==> config.mk <==
export PLATFORM = sky130hd
export DESIGN_NAME = cmprs_afi_mux_eof_status
export DESIGN_NICKNAME = d
export VERILOG_FILES = /design/src/rtl/cmprs_afi_mux_eof_status.sv
export SDC_FILE = /design/constraint.sdc
export NUM_CORES = 1
export LEC_CHECK = 0
export CAP_MARGIN = 20
export CORE_MARGIN = 5
export CORE_UTILIZATION = 30
export CTS_BUF_LIST = sky130_fd_sc_hd__clkbuf_2 sky130_fd_sc_hd__clkbuf_4 sky130_fd_sc_hd__clkbuf_8
export CTS_CLUSTER_SIZE = 28
export DETAILED_ROUTE_END_ITERATION = 6
export GPL_TIMING_DRIVEN = 0
export SETUP_SLACK_MARGIN = 0.1
export SLEW_MARGIN = 40
export SYNTH_ARGS = -nofsm -noshare
export SYNTH_HDL_FRONTEND = slang
export SYNTH_SLANG_ARGS = --single-unit
==> constraint.sdc <==
create_clock -name hclk -period 2.46 [get_ports hclk]
set_input_delay 0.369 -clock hclk [delete_from_list [all_inputs] [get_ports hclk]]
set_output_delay 0.369 -clock hclk [all_outputs]
set_load 0.03 [all_outputs]
==> src/rtl/cmprs_afi_mux_eof_status.sv <==
// Purpose: per-channel frame-end pointer capture, frame counting, overrun and
//          sticky irq for the 4-channel AFI write-response pointer tracker.
// Latency: pointer read EOF_DELAY+1 edges after eof_written; irq 2 edges later;
//          status_rd 1 cycle after status_ra. No backpressure: eofs that arrive
//          before a channel's capture completes are merged and flagged as overrun.
//
// Ports:
//   hclk, hrst_n        clock, async active-low reset
//   en                  block enable (0 clears capture state, keeps irq/fcnt/eof_ptr/overrun)
//   eof_written[3:0]    per-channel frame-end pulses
//   chunk_ptr_ra/_rd    tracker pointer RAM read port {eof,chn}
//   irq_clr/irq         per-channel interrupt clear / sticky interrupt
//   status_ra/_rd       {sel,chn} status read; sel=0 eof_ptr, sel=1 {overrun,fcnt}
module cmprs_afi_mux_eof_status #(
  parameter int EOF_DELAY  = 7,
  parameter int FCNT_WIDTH = 16
) (
  input  logic        hclk,
  input  logic        hrst_n,
  input  logic        en,
  input  logic [3:0]  eof_written,
  output logic [2:0]  chunk_ptr_ra,
  input  logic [26:0] chunk_ptr_rd,
  input  logic [3:0]  irq_clr,
  output logic [3:0]  irq,
  input  logic [2:0]  status_ra,
  output logic [31:0] status_rd
);

  typedef enum logic [1:0] {S_IDLE, S_READ, S_POST} state_t;

  state_t                r_state;
  logic [1:0]            r_gchn;
  logic [1:0]            r_rr_ptr;     // first channel searched by the arbiter
  logic [3:0]            r_pending;
  logic [3:0]            r_overrun;
  logic [3:0]            r_cd      [4];
  logic [26:0]           r_eof_ptr [4];
  logic [FCNT_WIDTH-1:0] r_fcnt    [4];

  logic [3:0]  w_eof;
  logic [3:0]  w_ready;
  logic [3:0]  w_busy;
  logic [3:0]  w_irq_set;
  logic [3:0]  w_ovr_set;
  logic [1:0]  w_grant;
  logic [1:0]  w_idx;
  logic        w_any;
  logic [31:0] w_stat;

  assign w_eof = eof_written & {4{en}};

  always_comb begin
    for (int c = 0; c < 4; c++) begin
      w_ready[c] = r_pending[c] && (r_cd[c] == 4'd0);
    end
  end

  // Channel currently inside its READ/POST window; an eof here must re-arm it.
  assign w_busy    = (r_state != S_IDLE) ? (4'b0001 << r_gchn) : 4'b0000;
  assign w_irq_set = (en && r_state == S_POST) ? (4'b0001 << r_gchn) : 4'b0000;
  assign w_ovr_set = w_eof & (r_pending | w_busy);

  // Round-robin: scan from r_rr_ptr downward in priority so the smallest
  // offset from the pointer is the last (winning) assignment.
  always_comb begin
    w_grant = r_rr_ptr;
    w_any   = 1'b0;
    w_idx   = r_rr_ptr;
    for (int i = 3; i >= 0; i--) begin
      w_idx = r_rr_ptr + 2'(i);
      if (w_ready[w_idx]) begin
        w_grant = w_idx;
        w_any   = 1'b1;
      end
    end
  end

  // Capture FSM
  always_ff @(posedge hclk or negedge hrst_n) begin
    if (!hrst_n) begin
      r_state      <= S_IDLE;
      r_gchn       <= 2'd0;
      r_rr_ptr     <= 2'd0;
      chunk_ptr_ra <= 3'd0;
    end else if (!en) begin
      r_state <= S_IDLE;
    end else begin
      case (r_state)
        S_IDLE: begin
          if (w_any) begin
            chunk_ptr_ra <= {1'b1, w_grant};
            r_gchn       <= w_grant;
            r_rr_ptr     <= w_grant + 2'd1;
            r_state      <= S_READ;
          end
        end
        S_READ:  r_state <= S_POST;
        S_POST:  r_state <= S_IDLE;
        default: r_state <= S_IDLE;
      endcase
    end
  end

  // Per-channel capture state
  always_ff @(posedge hclk or negedge hrst_n) begin
    if (!hrst_n) begin
      r_pending <= 4'd0;
      r_overrun <= 4'd0;
      irq       <= 4'd0;
      for (int c = 0; c < 4; c++) begin
        r_cd[c]      <= 4'd0;
        r_eof_ptr[c] <= 27'd0;
        r_fcnt[c]    <= '0;
      end
    end else begin
      if (en && r_state == S_READ) begin
        r_eof_ptr[r_gchn] <= chunk_ptr_rd;
      end
      for (int c = 0; c < 4; c++) begin
        if (!en) begin
          r_pending[c] <= 1'b0;
          r_cd[c]      <= 4'd0;
        end else if (w_eof[c]) begin
          r_pending[c] <= 1'b1;
          r_cd[c]      <= 4'(EOF_DELAY);
          r_fcnt[c]    <= r_fcnt[c] + FCNT_WIDTH'(1);
        end else begin
          if (r_cd[c] != 4'd0) begin
            r_cd[c] <= r_cd[c] - 4'd1;
          end
          // A nonzero countdown here means an eof landed in the grant cycle:
          // keep pending so the newer pointer gets its own capture.
          if (r_state == S_READ && r_gchn == 2'(c) && r_cd[c] == 4'd0) begin
            r_pending[c] <= 1'b0;
          end
        end

        if (w_irq_set[c]) begin
          irq[c] <= 1'b1;
        end else if (irq_clr[c]) begin
          irq[c] <= 1'b0;
        end

        if (w_ovr_set[c]) begin
          r_overrun[c] <= 1'b1;
        end else if (irq_clr[c] && !w_irq_set[c]) begin
          r_overrun[c] <= 1'b0;
        end
      end
    end
  end

  // Status read port
  always_comb begin
    w_stat = 32'd0;
    if (status_ra[2]) begin
      w_stat[FCNT_WIDTH-1:0] = r_fcnt[status_ra[1:0]];
      w_stat[31]             = r_overrun[status_ra[1:0]];
    end else begin
      w_stat[26:0] = r_eof_ptr[status_ra[1:0]];
    end
  end

  always_ff @(posedge hclk or negedge hrst_n) begin
    if (!hrst_n) begin
      status_rd <= 32'd0;
    end else begin
      status_rd <= w_stat;
    end
  end

endmodule

; After elaboration in Yosys (flattened, before gate mapping)
; Cells that the tools add are included.
; W data, S select, Z words.
[word_totals]
register_bits = 237
in_bits = 41
out_inout_bits = 39
wordCells = 191
[op_classes]
addsub = 12
order_cmp = 8
n_eq_ne = 14
n_shift = 1
mux = 75
n_bitwise = 5
reduce_logical = 47
[ops]
columns = op, count
row1 = $bwmux W108, 1
row2 = $mux W27, 3
row3 = $add A16 B1 Y16 const B, 4
row4 = $mux W4, 14
row5 = $bmux W27 S2, 1
row6 = $demux W27 S2, 1
row7 = $mux W16, 3
row8 = $mux W1, 38
row9 = $bmux W16 S2, 1
row10 = $ne A3 B1 Y1 const B, 8
row11 = $logic_and A1 B1 Y1, 19
row12 = $reduce_bool A2 Y1, 9
row13 = $logic_not A4 Y1, 4
row14 = $reduce_bool A4 Y1, 4
row15 = $sub A4 B1 Y4 const B, 4
row16 = $lt A2 B3 Y1 const B, 5
row17 = $mux W2, 6
row18 = $mux W11, 1
row19 = $bmux W1 S2, 5
row20 = $and A4 B4 Y4, 2
row21 = $reduce_and A2 Y1, 4
row22 = $eq A2 B2 Y1 const B, 3
row23 = $ge A3 B3 Y1 const B, 2
row24 = $not A2 Y3, 2
row25 = 11 further kinds, 18

; Depth between registers and ports, before layout
; Gate-level depths: netlist (run 1).
[logic_depth]
ltp_word = 11
depth_mapped = 8
depth_no_buf = 8

; Worst setup path after synthesis (run 1)
; Ideal clock, no wire load.
[synth_path]
path_kind = reg2reg
startpoint = register, netlist name chunk_ptr_ra[1]
endpoint = register r_eof_ptr[10] in the netlist's numbering
setup_time_ps = 125
t_arrival_ps = 1601
required_time_ps = 2335
setup_slack_ps = 735
path_stages_with_launch = 6
n_path_buf = 2
period_less_slack_ps = 1725
cell_sequence = dfrtp_1 clkbuf_1 nand2_1 nor2_4 buf_6 mux2_2
[synth_lines]
columns = element, line
row1 = "end signal, assigned by index", 118  ; r_eof_ptr[r_gchn] <= chunk_ptr_rd;
row2 = "end, declared", 38  ; logic [26:0] r_eof_ptr [4];

==> results.cfg, run 1 <==
[run_status]
status = finished, final reports clean

[routing]
detail_route.drc_violations = 0
routed_wl_mm = 23.8
wl_per_cell_um = 17.3
post_drt_via_cell_ratio = 4.65
drtIter0Drc = 250
postRouteAntennaNets = 0
via_count = 6403
drt_pass1_iterations = 4

[placement]
gp_routability_congestion = 0.763
portBuffers = 72
detailed_place.area_um2 = 12200
hpwl_mm = 16.8

[synth]
synth.avg_cell_area_um2 = 14.1
part_of_the_yosys_area_used_for_sequential_elements_pct = 54.5
ys.warnings.count = 0
synth_edf_count = 0
synth_area_um2 = 10800
synthesis.instances = 765
postSynth.asyncResetShare_pct = 100
synthFlopType = dfrtp_1
yosys.cell_types.count = 56
flops_latches_synth = 235

[setup_path]
startpoint_types = flop
worst-setup-path-type = flop to flop
regToRegSetupSlack_ns = 0.48
ff2ff_path_depth = 5
rr_endpoint = r_eof_ptr[14]
timing.critical_path.to_type = flop
critPathTopFamily = buffers and inverters
r2r_start = chunk_ptr_ra[0]
crit_slowest_cell = dfrtp_1
wp_data_arrival_ns = 2.38
timing.critical_path.cells = clkbuf_1 -> nand2_1 -> nor2_4 -> buf_6 -> mux2_2
critical_path.max_fanout = 10
critPathBufInv = 2
crit_required_ns = 2.87
max_stage_delay_ns = 0.36

[pwr]
vdd_ir_drop_max_mv = 0.536
power-per-cell-area_nw_per_um2 = 990
p_leak_nw = 5.73

[timing]
max_slew.worst_pin.slew_ns = 0.761
final_period_util_pct = 80.3
timing.max_slew.rel_slack_pct = 49.2
count_of_pins_over_their_slew_limit = 0
post-route-min-period_ns = 1.98
final_hold_viol_count = 0
setup-violations-final = 0
skew_ns = 0.0240
final.hold.worst_slack_ns = 0.349
timing.fmax_mhz = 506
grt_setup_unrepaired = no

[floorplan]
initial_utilization_pct = 30.3
chipWidth_um = 200
die_area_um2 = 39900
floorplan.core_area_um2 = 35600
placement_rows = 69
io_pins = 80
die_height_um = 200

[grt]
globalRoute.totalOverflow = 0
number_of_antenna_violations_at_the_first_check_in_global_routing = 3
grt_start_max_net_pins = 65
vias_in_the_first_global_route = 6726
groute.usage.overall_pct = 12.2
global_route_wire_length_before_repair_mm = 38.3

[clock_network]
max-clock-path-buffers = 3
reg_clk_slew_reported_paths_ns = 0.06
cts-resized-gates = 0
cts_made_buffers = 40
tritoncts_clock_tree = built
clk_latency_ns = 0.54
cts.repair_timing.setup_buffer_count = 0
clock_sinks = 235
h-tree-depth = 2
clockRootBuffer = clkbuf_8

[finish]
design.final.nets = 939
syn2layout_area_growth_pct = 21.1
diodes = 0
layout_cells_sized_above_1_pct = 31.5
design_area_um2 = 13100

[flow_run]
timing.max_cap.violations = 0

[min_path]
min_path_type = input pin to async pin
[final cells by class]
type                            instances  area (um^2)
Inverter                               15         56.3
Clock inverter                          2         35.0
Sequential cell                       235         5880
Multi-Input combinational cell        486         4630
Tap cell                              461          577
Buffer                                 32          235
Clock buffer                           69          837
Timing Repair Buffer                   76          818
Fill cell                            3477        22500
[state kept, by name, summed over array words and instances, names as in the netlist]
name / count
r_cd: 16
r_state: 2
irq: 4
r_rr_ptr: 2
r_eof_ptr: 108
status_rd: 28
r_overrun: 4
chunk_ptr_ra: 3
r_fcnt: 64
r_pending: 4
[synth_stat cells (4+ instances only)]
library cell  instances  area [um^2]
nor2_1               17         63.8
xor2_1               12          105
ha_1                 12          150
nor3_1                5         25.0
o21ai_0              11         55.1
a21oi_1              14         70.1
nand3_1              20          100
dfrtp_1             235         5880
nor2b_1              19          119
buf_6                10          113
and3_1               11         68.8
nand4_1              10         62.6
nand2b_1              5         31.3
inv_1                14         52.6
nor3b_1               4         30.0
buf_4                 9         67.6
buf_2                 5         25.0
mux2_2              120         1350
and2_1                4         25.0
nand2_1              49          184
xnor2_1              57          499
mux2_1                8         90.1
clkbuf_1              8         30.0
o21a_1               12         90.1
and4_1                5         43.8
mux4_2               44          991
[routing by layer]
layer / track usage [%] / vias to the layer above / part of all wire [%]
li1: - / 2970 / -
met1: 17.3 / 3265 / 47
met2: 19.1 / 131 / 47
met3: 2.98 / 33 / 5.1
met4: 2.89 / 4 / 1.4
met5: 0 / - / 0.14
[timing repair]
item                       CTS  global route
hold buffers                 1             0
setup endpoints to repair    0             0
hold endpoints to repair    48             0
[power breakdown]
part,total (mW),internal [mW],switching (mW)
logic,3.27,1.88,1.39
clock network,3.78,2.23,1.55
registers,5.89,5.12,0.763
total,12.9,9.23,3.70
[through the flow]
step                 TNS, ns  cells  utilization, %  total power [mW]  setup WS (ns)
floorplan                  0    768               -              8.13          0.735
global placement    -2159.39   1301            34.0              9.17          -9.22
detailed placement         0   1304            34.3              9.29          0.188
CTS                        0   1376            36.7              13.1          0.422
global route               0   1376            36.7              13.7          0.398
finish                     0   1376            36.7              12.9          0.484
[cell families after synthesis]
group | after synthesis | share of synthesized area [%]
flops | 235 | 54.5
fa+ha+maj | 12 | 1.39
compound gates | 51 | 3.19
buf+inv | 47 | 2.70
other cells | 1 | 0.0348
xor+xnor | 69 | 5.60
simple gates | 178 | 10.0
mux | 172 | 22.5
[cell usage in the layout, fill, tap and decap left out, types with 9 or more instances in the layout]
| master | Yosys | layout |
|---|---|---|
| a21oi_1 | 14 | 14 |
| and3_1 | 11 | 11 |
| buf_4 | 9 | 9 |
| buf_6 | 10 | 10 |
| clkbuf_4 | 0 | 18 |
| clkbuf_8 | 0 | 51 |
| clkdlybuf4s50_1 | 0 | 71 |
| dfrtp_1 | 235 | 235 |
| ha_1 | 12 | 12 |
| inv_1 | 14 | 14 |
| mux2_2 | 120 | 120 |
| mux4_2 | 44 | 44 |
| nand2_1 | 49 | 49 |
| nand3_1 | 20 | 20 |
| nand4_1 | 10 | 10 |
| nor2_1 | 17 | 17 |
| nor2b_1 | 19 | 19 |
| o21a_1 | 12 | 12 |
| o21ai_0 | 11 | 11 |
| xnor2_1 | 57 | 57 |
| xor2_1 | 12 | 12 |
[worst max path at each step]
stage	startpoint	to	slack [ns]	depth (start not counted)
6_report	chunk_ptr_ra[0]	r_eof_ptr[14]	0.48	5
5_1_grt	chunk_ptr_ra[1]	r_eof_ptr[35]	0.40	5
4_1_cts	irq[0]	irq[0]	0.42	1
3_5_place_dp	eof_written[1]	r_fcnt[47]	0.19	6
3_3_place_gp	hrst_n	status_rd[22]	-9.22	1
2_1_floorplan	chunk_ptr_ra[1]	r_eof_ptr[10]	0.73	5
(Power assumes the default switching activity.)
==> inputs of run 2 (changes only) <==
==> constraint.sdc (replaced) <==
create_clock -name hclk -period 1.95 [get_ports hclk]
set_input_delay 0.2925 -clock hclk [delete_from_list [all_inputs] [get_ports hclk]]
set_output_delay 0.2925 -clock hclk [all_outputs]
set_load 0.03 [all_outputs]
==> results.cfg, run 2 (synthesized netlist as in run 1, its figures left out) <==
[run_status]
status = finished, final reports clean

[timing]
grt_setup_unrepaired = yes
count_of_pins_over_their_slew_limit = 0
final_period_util_pct = 90.0
skew_ns = 0.0246
setup-violations-final = 0
final_hold_viol_count = 0
timing.fmax_mhz = 569
post-route-min-period_ns = 1.76
max_slew.worst_pin.slew_ns = 0.776
fin_setup_tns_ns = 0
final.hold.worst_slack_ns = 0.273
timing.max_slew.rel_slack_pct = 48.3

[pwr]
power-per-cell-area_nw_per_um2 = 1240
p_leak_nw = 5.97
power.total_mw = 16.2
vdd_ir_drop_max_mv = 0.613

[setup_path]
r2r_start = r_cd[12]
regToRegSetupSlack_ns = 0.19
max_stage_delay_ns = 0.41
critical_path.max_fanout = 6
timing.critical_path.cells = inv_1 -> ha_2 -> nand4bb_4 -> o22ai_1 -> a22oi_2 -> a211o_1 -> a31oi_1
timing.critical_path.to_type = flop
critPathBufInv = 1
startpoint_types = flop
critPathTopFamily = compound AO/OA/AOI/OAI gates
ff2ff_path_depth = 7
worst-setup-path-type = flop to flop
crit_slowest_cell = dfrtp_1
critical_path_depth = 7
wp_data_arrival_ns = 2.22
critical_path.endpoint = r_rr_ptr[1]
crit_required_ns = 2.41
worstSetupStartpoint = r_cd[12]
rr_endpoint = r_rr_ptr[1]

[grt]
number_of_antenna_violations_at_the_first_check_in_global_routing = 3
groute.usage.overall_pct = 12.3
vias_in_the_first_global_route = 6745
global_route_wire_length_before_repair_mm = 38.4
globalRoute.totalOverflow = 0
grt_start_max_net_pins = 65

[clock_network]
reg_clk_slew_reported_paths_ns = 0.06
h-tree-depth = 2
clockRootBuffer = clkbuf_8
tritoncts_clock_tree = built
clk_latency_ns = 0.54
cts_made_buffers = 40
clock_sinks = 235
max-clock-path-buffers = 3

[finish]
layout.cells.most_common = dfrtp_1
layout_cells_sized_above_1_pct = 32.7
largest_register_ffs = 108
final_core_util_pct = 36.9
design.final.nets = 945
most-common-layout-cells = 235 x dfrtp_1, 120 x mux2_2, 57 x xnor2_1, 51 x clkbuf_8, 49 x nand2_1
register_with_the_most_flip_flops = r_eof_ptr
diodes = 0
syn2layout_area_growth_pct = 21.5
fill_cells = 3489
largest_registers = r_eof_ptr: 108 flops, r_fcnt: 64 flops, status_rd: 28 flops

[floorplan]
die_area_um2 = 39900
die_height_um = 200
chipWidth_um = 200
initial_utilization_pct = 30.3
io_pins = 80
floorplan.core_area_um2 = 35600
placement_rows = 69

[routing]
postRouteAntennaNets = 0
detail_route.drc_violations = 0
drt_pass1_iterations = 4
drtIter0Drc = 261
post_drt_via_cell_ratio = 4.65
via_count = 6423
wl_per_cell_um = 17.3
routed_wl_mm = 23.9

[placement]
gp_routability_congestion = 0.763
portBuffers = 72
hpwl_mm = 16.8

[min_path]
min_path_type = input pin to async pin

[flow_run]
timing.max_cap.violations = 0
run 2: per-layer routing:
| layer | vias to the layer above | wire (um) | track usage (%) |
|---|---|---|---|
| li1 | 2982 | - | - |
| met1 | 3265 | 11200 | 17.3 |
| met2 | 135 | 11100 | 19.2 |
| met3 | 37 | 1220 | 2.98 |
| met4 | 4 | 344 | 2.89 |
| met5 | - | 34 | 0 |
run 2: cell type report:
class                   instances  area [um^2]  share of cell area (%)
well taps                     461          577                    4.40
flip-flops and latches        235         5880                    44.9
inverters                      15         56.3                   0.430
plain buffers                  32          238                    1.81
repair buffers                 82          842                    6.42
multi-input cells             486         4640                    35.4
clock buffers                  69          837                    6.39
clock inverters                 2         35.0                   0.267
run 2: worst reg2reg max path: stages, from the launching register on:
cell and delay, ns:
dfrtp_1 0.41, inv_1 0.09, ha_2 0.22, nand4bb_4 0.17
o22ai_1 0.23, a22oi_2 0.13, a211o_1 0.27, a31oi_1 0.15
run 2: timing repair:
action | 4_1_cts | 5_1_grt
resized for setup | 32 | 11
hold endpoints to repair | 48 | 0
setup buffers | 5 | 1
hold buffers | 1 | 0
setup endpoints to repair | 100 | 84
pin swaps | 3 | 3
run 2: stage by stage:
step | instances | worst slack (ns) | area, um^2
2_1_floorplan | 768 | 0.225 | 10800
3_3_place_gp | 1301 | -9.65 | 12100
3_5_place_dp | 1304 | -0.246 | 12200
4_1_cts | 1381 | 0.0875 | 13100
5_1_grt | 1382 | 0.00887 | 13100
6_report | 1382 | 0.194 | 13100
run 2: worst min path at each step:
| stage | from | slack, ns | cells past startpoint | to |
|---|---|---|---|---|
| 3_5_place_dp | hrst_n | 0.24 | 1 | r_fcnt[61] |
| 3_3_place_gp | chunk_ptr_ra[2] | 0.45 | 1 | chunk_ptr_ra[2] |
| 2_1_floorplan | hrst_n | -0.003 | 0 | chunk_ptr_ra[0] |
| 6_report | hrst_n | 0.27 | 2 | r_fcnt[26] |
| 4_1_cts | hrst_n | 0.26 | 2 | r_fcnt[31] |
| 5_1_grt | hrst_n | 0.28 | 2 | r_fcnt[62] |
run 2: report_power, final:
group	internal, mW	switching, mW	total, mW
combinational	2.27	1.76	4.03
clock	2.81	1.96	4.77
sequential	6.46	0.955	7.42
total	11.5	4.67	16.2
==> inputs of run 3 (changes only) <==
--- a/config.mk
+++ b/config.mk
@@ -6,6 +6,7 @@
 export NUM_CORES = 1
 export LEC_CHECK = 0
 export CAP_MARGIN = 20
+export CORE_ASPECT_RATIO = 1.25
 export CORE_MARGIN = 5
 export CORE_UTILIZATION = 30
 export CTS_BUF_LIST = sky130_fd_sc_hd__clkbuf_2 sky130_fd_sc_hd__clkbuf_4 sky130_fd_sc_hd__clkbuf_8
==> results.cfg, run 3 (synthesized netlist as in run 1, its figures left out) <==
[pwr]
power-per-cell-area_nw_per_um2 = 1220
p_leak_nw = 5.87
vdd_ir_drop_max_mv = 0.425

[floorplan]
die_height_um = 222
placement_rows = 77
chipWidth_um = 180
io_pins = 80
floorplan.core_area_um2 = 35500
initial_utilization_pct = 30.4
die_area_um2 = 39900

[setup_path]
max_stage_delay_ns = 0.66
critical_path_depth = 1
wp_data_arrival_ns = 1.50
timing.critical_path.to_type = output port
critical_path.max_fanout = 1
worst-setup-path-type = flop to output port
critPathBufInv = 1
crit_required_ns = 1.66
timing.critical_path.cells = clkdlybuf4s50_1
crit_slowest_cell = clkdlybuf4s50_1
startpoint_types = flop
ff2ff_path_depth = 7
r2r_start = r_cd[0]
critPathTopFamily = buffers and inverters
worstSetupStartpoint = status_rd[6]

[routing]
drt_pass1_iterations = 4
wl_per_cell_um = 16.9
drtIter0Drc = 264
via_count = 6478
routed_wl_mm = 23.5
post_drt_via_cell_ratio = 4.66
postRouteAntennaNets = 0
detail_route.drc_violations = 0

[grt]
groute.usage.overall_pct = 12.0
gr-usage-met2_pct = 20.2
globalRoute.totalOverflow = 0
groute.layer.met3.usage_pct = 2.69
globalRoute.busiestLayer = met2
grt_use_met1_pct = 14.9
vias_in_the_first_global_route = 7040
global_route_wire_length_before_repair_mm = 38.7
number_of_antenna_violations_at_the_first_check_in_global_routing = 1
grt_start_max_net_pins = 74

[timing]
final_period_util_pct = 92.1
grt_setup_unrepaired = yes
final_hold_viol_count = 0
count_of_pins_over_their_slew_limit = 0
skew_ns = 0.0222
timing.fmax_mhz = 557
post-route-min-period_ns = 1.80
timing.max_slew.rel_slack_pct = 48.1
setup_ws_ns = 0.153
max_slew.worst_pin.slew_ns = 0.778
setup-violations-final = 0
final.hold.worst_slack_ns = 0.193

[placement]
portBuffers = 72
post-place-cells = 1317
gp_routability_congestion = 0.785
hpwl_mm = 16.6
detailedPlace.worstSlack_ns = -0.387
detailed_place.area_um2 = 12200

[finish]
largest_registers = r_eof_ptr: 108 flops, r_fcnt: 64 flops, status_rd: 28 flops
layout_cells_sized_above_1_pct = 32.2
design.final.nets = 944
final_core_util_pct = 36.8
largest_register_ffs = 108
most-common-layout-cells = 235 x dfrtp_1, 120 x mux2_2, 57 x xnor2_1, 49 x nand2_1, 49 x clkbuf_8
syn2layout_area_growth_pct = 21.1
layout.cells.most_common = dfrtp_1
fill_cells = 3472
layout.cells.non_filler = 1390
design_area_um2 = 13100
register_with_the_most_flip_flops = r_eof_ptr

[clock_network]
tritoncts_clock_tree = built
clk_latency_ns = 0.55
clock_sinks = 235
clockRootBuffer = clkbuf_8
max-clock-path-buffers = 3
reg_clk_slew_reported_paths_ns = 0.07
cts_made_buffers = 39
h-tree-depth = 2

[min_path]
min_path_type = input pin to async pin

[run_status]
status = finished, final reports clean

[flow_run]
timing.max_cap.violations = 0
run 3: cell types whose count changed in the layout (fill, tap and decap cells not counted), moves of 2 or more:
| cell | previous run | this run |
|---|---|---|
| dlymetal6s2s_1 | 6 | 1 |
| clkbuf_8 | 51 | 49 |
| dlygate4sd2_1 | 29 | 33 |
| clkbuf_4 | 18 | 9 |
| clkinv_2 | 1 | 4 |
run 3: stage by stage:
step	power [mW]	setup TNS, ns
6_report	15.9	0
5_1_grt	16.9	0
4_1_cts	16.2	0
3_5_place_dp	11.7	-28.37
3_3_place_gp	11.5	-2301.19
2_1_floorplan	10.3	0
run 3: path summary, 6_finish.rpt:
| check | endpoint | slack, ns |
|---|---|---|
| worst min-delay path | r_eof_ptr[93] | 0.19 |
| max in group asynchronous | r_eof_ptr[74] | 0.74 |
| worst min register to register | r_fcnt[31] | 0.47 |
| min in group hclk | irq[3] | 0.34 |
| worst max register to register | r_rr_ptr[1] | 0.16 |
| worst max-delay path | status_rd[6] | 0.15 |
run 3: report_power, final:
part	leakage [nW]	switching [mW]	internal, mW
Sequential	3.08	0.972	6.46
Combinational	2.36	1.74	2.25
Clock	0.430	1.94	2.56
run 3: cell type report:
type | count | area [um^2] | area share (%)
antenna | 1 | 2.50 | 0.0192
buffer | 32 | 238 | 1.82
clock buffer | 58 | 742 | 5.68
clock inverter | 7 | 68.8 | 0.527
inverter | 15 | 56.3 | 0.431
multi-input combinational | 486 | 4640 | 35.5
sequential | 235 | 5880 | 45.0
tap | 474 | 593 | 4.54
timing repair buffer | 82 | 837 | 6.41
run 3: layer usage:
layer	routed length [um]	vias to the layer above
met3	972	52
met4	788	0
met2	11900	122
met1	9900	3329
met5	0	-
li1	-	2975
run 3: repair_timing:
| item | CTS | global route |
|---|---|---|
| setup endpoints to repair | 97 | 84 |
| buffers inserted | 6 | 0 |
| endpoints found under the hold margin | 162 | 0 |
| pin swaps | 4 | 0 |
| resized for setup | 35 | 8 |
| hold buffers | 1 | 0 |
